===== src/rtl/icache_refill_ctrl.sv =====
// Direct-mapped instruction cache for the IF stage: hit lookup, miss stall,
// line refill over a request/valid memory handshake, fence.i invalidate and hit/miss counters.
module icache_refill_ctrl #(
    parameter int unsigned LINE_ADDR_LEN = 2,
    parameter int unsigned SET_ADDR_LEN  = 4
) (
    input  logic        clk,
    input  logic        rst,
    input  logic        rd_req,
    input  logic [29:0] rd_addr,
    input  logic        invalidate,
    output logic [31:0] rd_data,
    output logic        miss,
    output logic        mem_rd_req,
    output logic [29:0] mem_addr,
    input  logic [31:0] mem_rd_data,
    input  logic        mem_rd_valid,
    output logic [31:0] hit_count,
    output logic [31:0] miss_count
);

    localparam int unsigned ADDR_W       = 30;
    localparam int unsigned DATA_W       = 32;
    localparam int unsigned TAG_ADDR_LEN = ADDR_W - LINE_ADDR_LEN - SET_ADDR_LEN;
    localparam int unsigned NUM_SETS     = 1 << SET_ADDR_LEN;
    localparam int unsigned NUM_WORDS    = 1 << (SET_ADDR_LEN + LINE_ADDR_LEN);
    localparam int unsigned IDX_W        = SET_ADDR_LEN + LINE_ADDR_LEN;

    typedef enum logic [1:0] {
        IDLE,
        FILL,
        DONE
    } state_t;

    state_t                    state;
    logic [NUM_SETS-1:0]       valid;
    logic                      inv_pending;
    logic [LINE_ADDR_LEN-1:0]  word_cnt;
    logic [TAG_ADDR_LEN-1:0]   miss_tag;
    logic [SET_ADDR_LEN-1:0]   miss_set;

    logic [DATA_W-1:0]         data_arr [NUM_WORDS];
    logic [TAG_ADDR_LEN-1:0]   tag_arr  [NUM_SETS];

    logic [LINE_ADDR_LEN-1:0]  req_off;
    logic [SET_ADDR_LEN-1:0]   req_set;
    logic [TAG_ADDR_LEN-1:0]   req_tag;
    logic [IDX_W-1:0]          req_idx;
    logic [IDX_W-1:0]          fill_idx;
    logic [LINE_ADDR_LEN-1:0]  next_cnt;
    logic                      hit;
    logic                      last_word;

    // Fetch address decode
    always_comb begin
        req_off  = rd_addr[LINE_ADDR_LEN-1:0];
        req_set  = rd_addr[LINE_ADDR_LEN +: SET_ADDR_LEN];
        req_tag  = rd_addr[ADDR_W-1 -: TAG_ADDR_LEN];
        req_idx  = {req_set, req_off};
        fill_idx = {miss_set, word_cnt};
        next_cnt = word_cnt + LINE_ADDR_LEN'(1);
        last_word = (word_cnt == {LINE_ADDR_LEN{1'b1}});
    end

    // Lookup only in IDLE; the stall is raised in the same cycle as the request
    always_comb begin
        hit     = (state == IDLE) && rd_req && valid[req_set] && (tag_arr[req_set] == req_tag);
        rd_data = hit ? data_arr[req_idx] : '0;
        miss    = ((state == IDLE) && rd_req && !hit) || (state != IDLE);
    end

    // Control state, valid bits, handshake outputs and counters
    always_ff @(posedge clk) begin
        if (rst) begin
            state       <= IDLE;
            valid       <= '0;
            inv_pending <= 1'b0;
            word_cnt    <= '0;
            miss_tag    <= '0;
            miss_set    <= '0;
            mem_rd_req  <= 1'b0;
            mem_addr    <= '0;
            hit_count   <= '0;
            miss_count  <= '0;
        end else begin
            if (hit) begin
                hit_count <= hit_count + 32'd1;
            end
            case (state)
                IDLE: begin
                    if (invalidate) begin
                        valid <= '0;
                    end
                    if (rd_req && !hit) begin
                        miss_tag   <= req_tag;
                        miss_set   <= req_set;
                        word_cnt   <= '0;
                        mem_rd_req <= 1'b1;
                        mem_addr   <= {req_tag, req_set, LINE_ADDR_LEN'(0)};
                        miss_count <= miss_count + 32'd1;
                        state      <= FILL;
                    end
                end
                FILL: begin
                    if (invalidate) begin
                        inv_pending <= 1'b1;
                    end
                    if (mem_rd_valid) begin
                        word_cnt <= next_cnt;
                        mem_addr <= {miss_tag, miss_set, next_cnt};
                        if (last_word) begin
                            mem_rd_req <= 1'b0;
                            state      <= DONE;
                        end
                    end
                end
                DONE: begin
                    // A fence.i seen during the refill also drops the line just filled
                    if (inv_pending || invalidate) begin
                        valid <= '0;
                    end else begin
                        valid[miss_set] <= 1'b1;
                    end
                    inv_pending <= 1'b0;
                    state       <= IDLE;
                end
                default: begin
                    state <= IDLE;
                end
            endcase
        end
    end

    // Line storage; contents survive reset and are masked by the valid bits
    always_ff @(posedge clk) begin
        if (!rst && (state == FILL) && mem_rd_valid) begin
            data_arr[fill_idx] <= mem_rd_data;
        end
    end

    always_ff @(posedge clk) begin
        if (!rst && (state == DONE)) begin
            tag_arr[miss_set] <= miss_tag;
        end
    end

endmodule


===== config.mk =====
export PLATFORM = sky130hd
export DESIGN_NAME = icache_refill_ctrl
export DESIGN_NICKNAME = d
export VERILOG_FILES = /design/src/rtl/icache_refill_ctrl.sv
export SDC_FILE = /design/constraint.sdc
export NUM_CORES = 2
export LEC_CHECK = 0
export CORE_MARGIN = 4
export CORE_UTILIZATION = 52
export DETAILED_ROUTE_END_ITERATION = 6
export GPL_ROUTABILITY_DRIVEN = 0
export PLACE_DENSITY = 0.75
export SETUP_SLACK_MARGIN = 0.02
export SLEW_MARGIN = 15
export SYNTH_ARGS = -nofsm -noshare
export SYNTH_HDL_FRONTEND = slang
export SYNTH_SLANG_ARGS = --single-unit

===== constraint.sdc =====
create_clock -name clk -period 11.25 [get_ports clk]
set_input_delay 1.125 -clock clk [delete_from_list [all_inputs] [get_ports clk]]
set_output_delay 1.125 -clock clk [all_outputs]
set_load 0.03 [all_outputs]

After elaboration in Yosys (flattened, before gate mapping) --
Memory sizes are Yosys's and may differ from the RTL's. Cells that the tools add are included. W data, S select, Z words.
Storage, ports and cells: memories 2, RAM bits 2432, register bits after elaboration 144, output and inout port bits 128
Cells by class: reduce and logical (&&, ||, !) cells 24, equal/unequal tests 9, muxes and demuxes 28, add/sub/neg operators 3, order comparisons 3, bitwise logic cells 1
Memories:
- data_arr | depth 64, bits a word 32, read ports 1, clocked after Yosys merged registers in 0, wr ports 1, RTL line 42 | logic [DATA_W-1:0] data_arr [NUM_WORDS];
- tag_arr | depth 16, bits a word 24, read ports 1, clocked after Yosys merged registers in 0, wr ports 1, RTL line 43 | logic [TAG_ADDR_LEN-1:0] tag_arr [NUM_SETS];
Operators by type and width (count):
- $add A32 B1 Y32 const B | 2
- $mux W30 | 2
- $pmux W30 S2 | 1
- $mux W16 | 2
- $mux W32 | 1
- $pmux W16 S2 | 1
- $eq A24 B24 Y1 | 1
- $or A16 B16 Y16 | 1
- $lt A4 B5 Y1 const B | 2
- $mux W1 | 10
- $mux W2 | 5
- $logic_and A1 B1 Y1 | 9
- $ne A2 B2 Y1 const B | 4
- $pmux W2 S2 | 2
- $reduce_bool A2 Y1 | 4
- $reduce_and A2 Y1 | 3
- $reduce_and A3 Y1 | 2
- $bmux W1 S4 | 1
- $demux W1 S4 | 1
- $eq A2 B2 Y1 const B | 2
- $ge A4 B1 Y1 const B | 1
- $pmux W1 S2 | 2
- $reduce_and A4 Y1 | 1
- $add A2 B1 Y2 const B | 1
- other kinds (5) | 7

Longest topological paths before layout --
depth after elaboration 8, depth in mapped cells 16

Worst setup path before layout --
No wires, ideal clock.
path kind in2out, from in rd_addr[3], to out rd_data[20], buffers on the path 9, arrival time 4.365 ns, setup slack 5.760 ns, cell stages on the path 11, cell sequence buf_6 -> buf_4 -> buf_4 -> buf_2 -> buf_2 -> clkbuf_1 -> clkbuf_1 -> clkbuf_1 -> buf_1 -> mux2i_1 -> a211oi_1
On the way: longest elaborated chain between the ends 5, elaborated cells between the ends (all ways) 8, those cells by class eq/ne (1); mux (3); reduce/logical (2); memory (2)
Ends and longest elaborated chain:
- start: declaration | RTL line 10 | input logic [29:0] rd_addr,
- branches (longest 4 deep; another with $mem_v2 Z16 W24)
- $mux W32 * | RTL line 68 | rd_data = hit ? data_arr[req_idx] : '0;
- end: declaration | RTL line 12 | output logic [31:0] rd_data,
Every way passes the cells marked *. The select of a mux whose other input is x is not followed.

Worst setup path in the final report --
from in rd_addr[3], to out rd_data[18]
The elaborated chain is that of the path after synthesis.

==> impl_metrics.csv <==
group,metric,value,unit
worst_setup_path,critical-path-top-delay-family,"buffers and inverters",
worst_setup_path,path_class,"in -> out",
drt,ant_nets,0,
yosys,yosysTopAreaCellShare,0.730,
run,drv_cap,0,
timing,drv_slew,0,
yosys,synth_seq_area_share,0.759,
yosys,synthFlopType,"edfxtp_1",
timing,hold_viol_final,0,
drt,drt_wl_total,250000,um
clock_tree,cts_root_buf,"clkbuf_16",
global_route,grt_pass1_wl,363000,um
global_route,grt_pass1_vias,50400,
yosys,syn-cell-area,0.100,sq mm
timing,finalCriticalPeriod,7530,ps
finish,layout.nets,4912,
clock_tree,clockBufferDepth,3,
drt,drt_iter0_markers,6808,
floorplanning,coreArea,0.191,sq mm
clock_tree,cts.sinks,2574,
min_path,hold_class,"reg -> reg",
clock_tree,cts_tree,"done",
floorplanning,ios,195,
placed_design,pre_cts_ws,3840,ps
timing,fin_crit_sh,0.670,
power,power-per-cell-area,173,mW/mm^2
floorplanning,die-area,0.199,sq mm
yosys,yosys_warnings,0,
drt,wl_per_cell,33.1,um
placed_design,port_buffers,194,
placed_design,dp_hpwl,129000,um
clock_tree,hold_buffers,0,
status,violations,"design-rule violations",
timing,clock.fmax,133,MHz
timing,tightest_slew,1270,ps
yosys,synth_edf_count,2432,
global_route,grt_max_degree,127,
drt,drc,1,
finish,num-fill-cells,12900,
worst_setup_path,path_max_fanout,85,
yosys,synth_most_common_cell,"edfxtp_1",
timing,relSlewSlack,0.151,
yosys,syn_nets,4644,
timing,layout_setup_ws,3720,ps
worst_setup_path,critPathLaunchType,"input pin",
clock_tree,clk_pin_slew,60,ps
yosys,synth.distinct_cells,65,
status,status,"complete, but fails checks",
worst_setup_path,critPathBufInv,5,
yosys,syn_inst,4574,
timing,setup_violations,0,
floorplanning,start_util,0.524,
yosys,synthTopCellsByArea,"edfxtp_1, mux4_2, dfxtp_1, mux2i_1, clkbuf_1",
worst_setup_path,path_cells,"buf_8 > buf_4 > mux4_2 > mux2i_1 > xnor2_1 > o31ai_1 > inv_1 > nor4_1 > nand4b_1 > buf_4 > a211oi_1 > clkdlybuf4s50_1",
drt,dr_total_vias,49900,
finish,multi_input_area,0.0236,sq mm
power,p_leak,35.2,nW
timing,clock_skew,79.8,ps
timing,fin_tns_setup,0,ps
worst_setup_path,worstPathArrival,6410,ps
yosys,syn_avg_cell_area,21.9,sq um
worst_setup_path,critPathRequiredTime,10130,ps
worst_setup_path,endpoint_kind,"output pin",
finish,areaGrowthSynthToFinish,13.2,%
worst_setup_path,slowest_delay,810,ps
global_route,grt_usage,0.253,
clock_tree,cts_resized,0,
power,ir_drop,0.148,mV
worst_setup_path,cp_slowest_cell,"clkdlybuf4s50_1",
clock_tree,htree_levels,4,
clock_tree,cts_made_buffers,240,
finish,drive_gt1_frac,0.273,
worst_setup_path,cpMostUsedCell,"buf_4",
timing,rsz0062_at_grt,"no",
finish,final_util,0.594,
finish,register_area,0.0759,sq mm
yosys,ys_top_cells_by_count,"edfxtp_1, mux4_2, clkbuf_1",
global_route,antenna_found_initial,18,
drt,via_per_inst,6.61,
floorplanning,rows,160,
drt,dr.pass1.iters,7,
clock_tree,clkLatencyLatePin,890,ps
floorplanning,die_w,447,um
yosys,yosys.area.top_type,"edfxtp_1",
yosys,async_reset_ff_frac,0,
global_route,overflow,0,
yosys,ys_seq_elements,2574,
clock_tree,post_cts_buffers,0,
timing,hold_ws,499,ps
floorplanning,die_h,447,um
-- layer usage --
| layer | up-vias | GRT usage | share of wire |
|---|---|---|---|
| met5 | - | 0 | 0.000052 |
| met2 | 3223 | 0.413 | 0.50 |
| met3 | 482 | 0.0473 | 0.10 |
| met4 | 2 | 0.0822 | 0.034 |
| li1 | 19800 | - | - |
| met1 | 26400 | 0.348 | 0.36 |
-- per-stage QoR --
step / power [W] / area [sq um] / std cells
floorplan: 0.0113 / 100000 / 4574
global placement: 0.0116 / 105000 / 7110
detailed placement: 0.0117 / 105000 / 7110
CTS: 0.0197 / 113000 / 7553
global route: 0.0202 / 113000 / 7557
finish: 0.0196 / 113000 / 7559
-- report_power, final --
part / internal (W) / switching (W) / total [W]
Combinational: 0.000382 / 0.000544 / 0.000925
Clock: 0.00458 / 0.00355 / 0.00813
Sequential: 0.0105 / 0.0000402 / 0.0105
-- final timing paths --
| path | start | endpoint | depth (start not counted) | slack, ps |
|---|---|---|---|---|
| max | rd_addr[3] | rd_data[18] | 12 | 3720 |
| min | hit_count[7] | hit_count[7] | 2 | 500 |
| max reg2reg | state[1] | hit_count[12] | 9 | 6540 |
| min reg2reg | hit_count[7] | hit_count[7] | 2 | 500 |
-- area by class of cell --
class                      instances  area share
clock inverter                   154      0.0142
sequential                      2574       0.670
clock buffer                     289      0.0558
multi-input combinational       1712       0.208
timing repair buffer             296      0.0235
tap                             2511      0.0277
antenna                            5    0.000110
inverter                          18    0.000597
-- placed cells by master, fill, tap and decap left out, types with 19 or more instances in the layout --
cell             netlist  final
nor2b_1               81     81
a211oi_1              83     83
a22oi_1               25     25
mux2_2                60     60
nand4_1               24     24
mux4_2               723    723
nand2_1               49     49
edfxtp_1            2432   2432
nor3_1                20     19
clkinv_2               0     52
nor2_4                 0     79
nand3_1               60     60
mux2i_1              116    116
clkbuf_16              0    243
clkinv_1               0     53
a21oi_1               51     51
buf_2                 23     31
bufinv_16              0     25
clkdlybuf4s50_1        0    155
buf_4                 12     97
dfxtp_1              142    142
clkbuf_1             182     39
xnor2_1               26     26
o21ai_0               48     47
nor2_1               172     91
and3_1                23     23
-- kinds of logic (layout without fill, tap and decap cells) --
group | count (synthesis) | in the layout | synth area share
mux | 903 | 903 | 0.182
compound gates | 270 | 270 | 0.0181
simple gates | 503 | 503 | 0.0258
buf+inv | 288 | 757 | 0.0120
xor+xnor | 33 | 33 | 0.00289
flops | 2574 | 2574 | 0.759
other cells | 0 | 5 | 0
fa+ha+maj | 3 | 3 | 0.000375
-- worst register-to-register path, delay by kind of cell (launching register included) --
kind                   cells  cell delay, ps
AO/OA/AOI/OAI              2             660
buffers and inverters      2            1090
multiplexers               1             370
flip-flops                 1             370
AND/OR/NAND/NOR            4            2120
-- sequential cells by signal (all words and copies together), names as in the netlist --
name         flops
miss_set         4
state            2
data_arr      2048
hit_count       32
miss_count      32
mem_rd_req       1
mem_addr        30
inv_pending      1
miss_tag        24
valid           16
tag_arr        384
(Power assumes the default switching activity.)
